**src/rtl/alu_arb_pkg.sv**
```systemverilog
// rtl/alu_arb_pkg.sv - shared types and opcode constants for the ALU arbiter
//
// Purpose : FSM state type and ALUControl opcode encodings shared by
//           alu_arbiter and its grant logic.
// Contents: state_t {IDLE, EXEC, RESP}; OP_ADD..OP_ASR (0..9); OP_MAX.
package alu_arb_pkg;

  typedef enum logic [1:0] {
    IDLE = 2'd0,
    EXEC = 2'd1,
    RESP = 2'd2
  } state_t;

  localparam logic [3:0] OP_ADD = 4'd0;
  localparam logic [3:0] OP_SUB = 4'd1;
  localparam logic [3:0] OP_AND = 4'd2;
  localparam logic [3:0] OP_OR  = 4'd3;
  localparam logic [3:0] OP_NOT = 4'd4;
  localparam logic [3:0] OP_XOR = 4'd5;
  localparam logic [3:0] OP_LSL = 4'd6;
  localparam logic [3:0] OP_LSR = 4'd7;
  localparam logic [3:0] OP_ASL = 4'd8;
  localparam logic [3:0] OP_ASR = 4'd9;

  // Highest opcode the ALU implements; anything above is answered with an error.
  localparam logic [3:0] OP_MAX = OP_ASR;

endpackage

```
**src/rtl/alu_arbiter_rr_arb2.sv**
```systemverilog
// rtl/alu_arbiter_rr_arb2.sv - two-input grant logic for the ALU arbiter
//
// Purpose : Produces a one-hot grant for two requesters. A lone requester
//           always wins; on a tie the port that did not win last time wins.
//           With ALU_ARB_FIXED_PRIO_EN defined, port 0 always wins a tie
//           and last_grant is ignored.
// Ports   : req[1:0]   request lines (bit i = port i)
//           last_grant port that won the previous handshake
//           en         grant enable; gnt is all-zero when low
//           gnt[1:0]   one-hot grant
module rr_arb2 (
  input  logic [1:0] req,
  input  logic       last_grant,
  input  logic       en,
  output logic [1:0] gnt
);

  always_comb begin
    gnt = 2'b00;
    if (en) begin
      case (req)
        2'b01:   gnt = 2'b01;
        2'b10:   gnt = 2'b10;
`ifdef ALU_ARB_FIXED_PRIO_EN
        2'b11:   gnt = 2'b01;
`else
        2'b11:   gnt = last_grant ? 2'b01 : 2'b10;
`endif
        default: gnt = 2'b00;
      endcase
    end
  end

`ifdef ALU_ARB_FIXED_PRIO_EN
  logic unused_last_grant;
  assign unused_last_grant = last_grant;
`endif

endmodule

```
**src/rtl/alu_arbiter.sv**
```systemverilog
// rtl/alu_arbiter.sv - shares one combinational N-bit ALU between two requesters
//
// Purpose : Arbitrates two request ports onto one ALU, registers the winning
//           operands/opcode onto the ALU inputs, captures result and flags,
//           and returns them to the winner with a one-cycle rsp_valid pulse.
//           Handshake at edge t -> rsp_valid high in the cycle after edge t+2.
// Config  : ALU_ARB_FIXED_PRIO_EN - port 0 always wins ties (no last_grant).
// Ports   : clk, rst (async, active-high)
//           reqX_valid/reqX_ready/reqX_op/reqX_a/reqX_b  request port X (0,1)
//           rsp_valid[1:0] one-hot response pulse, rsp_result, rsp_flags
//           (VZCN), rsp_err (illegal opcode)
//           alu_a, alu_b, alu_ctrl  registered ALU inputs
//           alu_result, alu_flags   ALU outputs
//           busy                    state != IDLE
module alu_arbiter
  import alu_arb_pkg::*;
#(
  parameter int N = 4
) (
  input  logic         clk,
  input  logic         rst,
  input  logic         req0_valid,
  output logic         req0_ready,
  input  logic [3:0]   req0_op,
  input  logic [N-1:0] req0_a,
  input  logic [N-1:0] req0_b,
  input  logic         req1_valid,
  output logic         req1_ready,
  input  logic [3:0]   req1_op,
  input  logic [N-1:0] req1_a,
  input  logic [N-1:0] req1_b,
  output logic [1:0]   rsp_valid,
  output logic [N-1:0] rsp_result,
  output logic [3:0]   rsp_flags,
  output logic         rsp_err,
  output logic [N-1:0] alu_a,
  output logic [N-1:0] alu_b,
  output logic [3:0]   alu_ctrl,
  input  logic [N-1:0] alu_result,
  input  logic [3:0]   alu_flags,
  output logic         busy
);

  state_t       state_q, state_d;
  logic [1:0]   gnt;
  logic         handshake;
  logic         sel_port;
  logic [3:0]   sel_op;
  logic [N-1:0] sel_a, sel_b;
  logic         sel_illegal;
  logic         owner_q;
  logic         err_q;
  logic         last_grant_w;

  rr_arb2 u_arb (
    .req        ({req1_valid, req0_valid}),
    .last_grant (last_grant_w),
    .en         (state_q == IDLE),
    .gnt        (gnt)
  );

  assign req0_ready = gnt[0];
  assign req1_ready = gnt[1];
  // The arbiter only grants a valid port, so any grant is a handshake.
  assign handshake  = |gnt;
  assign sel_port   = gnt[1];
  assign busy       = (state_q != IDLE);

  always_comb begin
    sel_op = req0_op;
    sel_a  = req0_a;
    sel_b  = req0_b;
    if (sel_port) begin
      sel_op = req1_op;
      sel_a  = req1_a;
      sel_b  = req1_b;
    end
  end

  assign sel_illegal = (sel_op > OP_MAX);

  always_comb begin
    state_d = state_q;
    case (state_q)
      IDLE:    if (handshake) state_d = EXEC;
      EXEC:    state_d = RESP;
      RESP:    state_d = IDLE;
      default: state_d = IDLE;
    endcase
  end

  always_ff @(posedge clk or posedge rst) begin
    if (rst) begin
      state_q <= IDLE;
    end else begin
      state_q <= state_d;
    end
  end

`ifdef ALU_ARB_FIXED_PRIO_EN
  assign last_grant_w = 1'b0;
`else
  logic last_grant_q;

  // Reset to 1 so port 0 wins the first tie after reset.
  always_ff @(posedge clk or posedge rst) begin
    if (rst) begin
      last_grant_q <= 1'b1;
    end else if (handshake) begin
      last_grant_q <= sel_port;
    end
  end

  assign last_grant_w = last_grant_q;
`endif

  // Issue registers double as the ALU input registers. Illegal opcodes are
  // replaced by all-zero inputs so the ALU never sees them.
  always_ff @(posedge clk or posedge rst) begin
    if (rst) begin
      owner_q  <= 1'b0;
      err_q    <= 1'b0;
      alu_a    <= '0;
      alu_b    <= '0;
      alu_ctrl <= '0;
    end else if (handshake) begin
      owner_q  <= sel_port;
      err_q    <= sel_illegal;
      alu_a    <= sel_illegal ? '0 : sel_a;
      alu_b    <= sel_illegal ? '0 : sel_b;
      alu_ctrl <= sel_illegal ? 4'd0 : sel_op;
    end
  end

  // Result is captured at the end of EXEC; the valid pulse is registered out
  // of RESP so it appears in the cycle after the third edge from handshake.
  always_ff @(posedge clk or posedge rst) begin
    if (rst) begin
      rsp_valid  <= 2'b00;
      rsp_result <= '0;
      rsp_flags  <= '0;
      rsp_err    <= 1'b0;
    end else begin
      rsp_valid <= 2'b00;
      if (state_q == EXEC) begin
        rsp_result <= err_q ? '0 : alu_result;
        rsp_flags  <= err_q ? 4'd0 : alu_flags;
      end
      if (state_q == RESP) begin
        rsp_valid <= owner_q ? 2'b10 : 2'b01;
        rsp_err   <= err_q;
      end
    end
  end

endmodule

```
**config.mk**
```make
export PLATFORM = sky130hd
export DESIGN_NAME = alu_arbiter
export DESIGN_NICKNAME = d
export VERILOG_FILES = /design/src/rtl/alu_arb_pkg.sv /design/src/rtl/alu_arbiter_rr_arb2.sv /design/src/rtl/alu_arbiter.sv
export SDC_FILE = /design/constraint.sdc
export NUM_CORES = 1
export LEC_CHECK = 0
export CAP_MARGIN = 20
export CELL_PAD_IN_SITES_DETAIL_PLACEMENT = 0
export CELL_PAD_IN_SITES_GLOBAL_PLACEMENT = 1
export CORE_ASPECT_RATIO = 0.9
export CORE_MARGIN = 5
export CORE_UTILIZATION = 26
export CTS_CLUSTER_SIZE = 20
export DETAILED_ROUTE_END_ITERATION = 7
export PLACE_DENSITY_LB_ADDON = 0.1
export REMOVE_ABC_BUFFERS = 1
export SETUP_SLACK_MARGIN = 0.05
export SYNTH_ARGS = -nofsm -noshare
export SYNTH_HDL_FRONTEND = slang
export SYNTH_SLANG_ARGS = --single-unit
```
**constraint.sdc**
```tcl
create_clock -name clk -period 1.3 [get_ports clk]
set_input_delay 0.26 -clock clk [delete_from_list [all_inputs] [get_ports clk]]
set_output_delay 0.26 -clock clk [all_outputs]
set_load 0.01 [all_outputs]
```
Word-level counts from Yosys, hierarchy flattened
Index checks and enable logic that the tools add are counted.
- magnitude comparators: 1
- eq/ne operators: 6
- muxes and demuxes: 15
- reductions and logical operators: 3
- operators by type and width (operator ; count):
    4-bit two-way mux ; 8
    2-bit two-way mux ; 5
    2-bit equality test, second input constant ; 3
    2-bit one-hot mux with 3 select lines ; 1
    2-bit by 1-bit equality test with 1-bit output, second input constant ; 2
    4-bit > comparator, second input constant ; 1
    2-bit one-hot mux with 2 select lines ; 1
    2-bit logical NOT ; 1
    2-bit inequality test, second input constant ; 1
    2-bit nonzero test ; 1
    2-bit OR reduction ; 1
- register bits: 28
- input port bits: 36

Longest topological paths before layout
- depth after elaboration: 6
- gate-level depth with buffers: 5
- gate-level depth less buffers: 4

Modules after synthesis
Synthesis repeated with hierarchy kept, for this count alone.
- cell total of the unflattened synthesis: 132
- area, all modules: 1311.3 um^2
- by module, submodules not included (module ; instances ; cells each ; area each (um^2) ; sequential area each (um^2)):
    alu_arbiter ; 1 ; 127 ; 1290.0 ; 701.9
    rr_arb2 ; 1 ; 5 ; 21.3 ; 0.0

Least setup slack after synthesis
No wires, ideal clock.
- kind: reg2reg
- start point: reg last_grant_q
- end point: reg alu_a[0]
- setup time: 0.076 ns
- arrival: 1.315 ns
- required time: 1.224 ns
- slack: -0.091 ns
- cell stages (with the launch flop): 6
- period minus slack after synthesis: 1.391 ns
- cell sequence: dfstp_2 -> nand2_1 -> nand3_4 -> buf_4 -> mux2_2 -> o21ai_1
- cells in the longest elaborated chain, start to end: 6
- RTL lines (element ; line ; text):
    start, declared ; alu_arbiter.sv:103 ; logic last_grant_q;
    start signal, assigned ; alu_arbiter.sv:110 ; last_grant_q <= sel_port;
    2-bit two-way mux * ; alu_arbiter_rr_arb2.sv:27 ; 2'b11: gnt = last_grant ? 2'b01 : 2'b10;
    2-bit one-hot mux with 3 select lines * ; alu_arbiter_rr_arb2.sv:21 ; case (req)
    2-bit two-way mux * ; alu_arbiter_rr_arb2.sv:20 ; if (en) begin
    4-bit two-way mux ; alu_arbiter.sv:73 ; if (sel_port) begin
    4-bit > comparator ; alu_arbiter.sv:80 ; assign sel_illegal = (sel_op > OP_MAX);
    4-bit two-way mux ; alu_arbiter.sv:129 ; alu_a <= sel_illegal ? '0 : sel_a;
    end signal, assigned ; alu_arbiter.sv:129 ;
    end, declared ; alu_arbiter.sv:36 ; output logic [N-1:0] alu_a,
Every way passes the cells marked *; elsewhere a longest branch is shown, timed or not.
A chain may end at the register's enable or synchronous reset.

Final worst setup path
- start point: reg last_grant_q
- end point: out req0_ready
- cells in the longest elaborated chain, start to end: 3
- RTL lines (element ; line ; text):
    2-bit two-way mux ; alu_arbiter_rr_arb2.sv:27 ;
    2-bit one-hot mux with 3 select lines ; alu_arbiter_rr_arb2.sv:21 ;
    2-bit two-way mux ; alu_arbiter_rr_arb2.sv:20 ;
    end, declared ; alu_arbiter.sv:23 ; output logic req0_ready,
No other way between the ends.

==> impl_metrics.py <==
metrics = {
    "timing": {
        "grt_setup_unrepaired": "yes",
        "timing.final.max_slew_violations": 0,
        "fmax_mhz": 671,
        "timing.final.setup_violations": 15,
        "worst_slew_margin_rel_pct": 81.0,
        "clock-skew-final_ns": 0.00192,
        "worst_margin_slew_ns": 0.285,
        "min_period_ns": 1.49,
        "worst_setup_slack_after_layout_ns": -0.190,
        "timing.final.crit_share_pct": 115,
        "final_hold_viol_count": 0,
    },
    "floorplanning": {
        "fp.dieH_um": 78.2,
        "chipWidth_um": 85.8,
        "row_count": 24,
        "core_area_um2": 4920,
        "initial_core_util_pct": 27.3,
        "design.die.area_um2": 6710,
        "io_pins": 62,
    },
    "setup_path": {
        "worst_setup_ep_type": "output port",
        "r2r_setup_slack_ns": -0.15,
        "startpoint_type": "flop",
        "timing.critical_path.arrival_ns": 1.23,
        "crit_required_ns": 1.04,
        "timing.setup.critical_path_class": "flop to output port",
        "r2r_cells": 9,
        "cp_max_fo": 3,
    },
    "global_routing": {
        "overall_overflow_remaining_after_global_route": 0,
        "grt_start_max_net_pins": 29,
        "grt_usage_pct": 11.8,
        "number_of_antenna_violations_at_the_first_check_in_global_routing": 0,
        "first_global_vias": 1326,
        "global_route_wire_length_before_repair_mm": 6.34,
    },
    "synth": {
        "async_set_reset_flop_share_out_of_synthesis_pct": 100,
        "synthesis.yosys.warnings": 0,
        "ys_ff_latch": 28,
        "synthFlopType": "sky130_fd_sc_hd__dfrtp_1",
        "post_synth_instance_area_um2": 1350,
        "synth_top_cell_area_share_pct": 50.2,
        "synthTopCellsByArea": "sky130_fd_sc_hd__dfrtp_1 50%, sky130_fd_sc_hd__nand2_1 11%, sky130_fd_sc_hd__mux2_2 7.5%",
        "syn-instance-count": 145,
        "avgSynthCellArea_um2": 9.28,
        "synth_edf_count": 0,
        "synth_area_leader_cell": "sky130_fd_sc_hd__dfrtp_1",
        "unique_cell_type_count_in_the_yosys_netlist": 23,
        "yosysSeqAreaShare_pct": 52.2,
    },
    "layout": {
        "final.fill_count": 485,
        "n_antenna_cell": 0,
        "finish.net_count": 276,
        "area.growth.synth_to_final_pct": 88.4,
        "share_of_cells_above_drive_strength_1_pct": 29.7,
        "layoutNonFillerInstCount": 304,
        "mostFrequentLayoutCell": "sky130_fd_sc_hd__nand2_1",
        "layout_common_cells": "34 x sky130_fd_sc_hd__nand2_1, 33 x sky130_fd_sc_hd__clkdlybuf4s50_1, 27 x sky130_fd_sc_hd__dfrtp_1, 22 x sky130_fd_sc_hd__buf_4, 14 x sky130_fd_sc_hd__dlygate4sd2_1",
    },
    "place": {
        "hpwlAfterDp_mm": 2.81,
        "post-place-cells": 283,
        "port-buffer-count": 61,
        "gp_routability_congestion": 0.691,
        "post-place-ws_ns": -0.542,
    },
    "min_path": {
        "min-delay-path-class": "input pin to async pin",
    },
    "clock_tree": {
        "numCtsBuffers": 3,
        "clk_path_buf_depth": 2,
        "clk_pin_slew_ns": 0.09,
        "cts_root_buffer": "sky130_fd_sc_hd__clkbuf_8",
        "clock_insertion_delay_worst_skew_ns": 0.27,
        "cts_sinks": 28,
        "cts_max_level": 1,
        "cts_tree": "yes",
    },
    "route": {
        "route.detailed.vias_per_inst": 4.35,
        "drt-total-wl_mm": 4.19,
        "dr.pass1.iters": 4,
        "wl_per_cell_um": 13.8,
        "drt-initial-drc-count": 61,
        "antenna_left": 0,
        "drt_drc_violations_left": 0,
        "vias_post_dr": 1323,
    },
    "pwr": {
        "irDropWorstVdd_v": 0.000839,
        "pwr_density_cell_nw_per_um2": 1990,
        "power.leakage_nw": 1.26,
    },
    "run": {
        "drv_cap": 0,
    },
    "run_status": {
        "status": "complete, but fails checks",
        "violations": "negative setup slack",
    },
}
Yosys cell counts, types with 3 or more instances:
library cell	instances
sky130_fd_sc_hd__nand2_1	41
sky130_fd_sc_hd__nor2_1	3
sky130_fd_sc_hd__clkbuf_1	3
sky130_fd_sc_hd__o21ai_1	5
sky130_fd_sc_hd__dfrtp_1	27
sky130_fd_sc_hd__o21ai_0	17
sky130_fd_sc_hd__nor2b_1	5
sky130_fd_sc_hd__inv_1	8
sky130_fd_sc_hd__mux2i_1	3
sky130_fd_sc_hd__nand2b_1	12
sky130_fd_sc_hd__mux2_2	9
sequential cells by signal, indices dropped and copies added (netlist names):
name / cells
alu_a: 4
alu_b: 4
alu_ctrl: 4
rsp_flags: 4
rsp_result: 4
rsp_valid: 2
state_q: 2
err_q: 1
last_grant_q: 1
owner_q: 1
rsp_err: 1
cell families after synthesis:
kind of cell / count (synthesis) / share of synthesized area [%]
buffers and inverters: 13 / 3.91
and+or+nand+nor: 67 / 24.4
DFF: 28 / 52.2
AOI/OAI and AO/OA: 25 / 9.77
muxes: 12 / 9.77
critical path: stages (launching register included):
cell and delay (ns):
sky130_fd_sc_hd__dfstp_2 0.56, sky130_fd_sc_hd__nand2b_4 0.12, sky130_fd_sc_hd__and3_4 0.18, sky130_fd_sc_hd__buf_6 0.09
area by class of cell:
class                   count  area [um^2]  area share [%]
multi-input cells         104          679            26.8
clock buffers               4         55.1            2.17
flip-flops and latches     28          702            27.7
repair buffers             95          986            38.9
inverters                   8         30.0            1.19
well taps                  65         81.3            3.21
power by group:
| part | internal, mW | total, mW | switching [mW] |
|---|---|---|---|
| Clock | 0.271 | 0.539 | 0.268 |
| Sequential | 1.26 | 1.51 | 0.249 |
| Combinational | 1.74 | 2.99 | 1.25 |
| Total | 3.27 | 5.04 | 1.77 |
path summary, 6_finish.rpt:
path,end,start
worst min-delay path,alu_a[2],rst
max in group asynchronous,last_grant_q,rst
worst max-delay path,req0_ready,last_grant_q
worst max register to register,alu_b[0],state_q[0]
min in group clk,last_grant_q,req1_valid
worst min register to register,rsp_valid[0],owner_q
through the flow:
stage          TNS [ns]  total power [mW]  util, %  instance area, um^2  hold slack (ns)
2_1_floorplan     -1.12              2.44        -                 1320            0.325
3_3_place_gp      -6.13              3.69     44.1                 2170            0.441
3_5_place_dp      -6.98              3.74     44.1                 2170            0.462
4_1_cts           -2.24              4.51     46.7                 2300            0.318
5_1_grt           -2.80              5.39     51.4                 2530            0.322
6_report          -2.01              5.04     51.4                 2530            0.307
per-layer routing:
| layer | vias to the layer above | part of all wire (%) | GRT usage, % |
|---|---|---|---|
| li1 | 668 | - | - |
| met1 | 612 | 45 | 14.7 |
| met2 | 39 | 48 | 20.4 |
| met3 | 4 | 6.6 | 3.25 |
| met4 | 0 | 0.69 | 2.37 |
| met5 | - | 0 | 0 |
repair_timing:
item                       CTS  global route
hold buffers                 0             0
setup endpoints to repair   39            28
setup buffers                3            11
pin swaps                    3             5
resized for setup           50            37
gates cloned                 2             2
No activity file was read; power rests on OpenSTA's default activity.
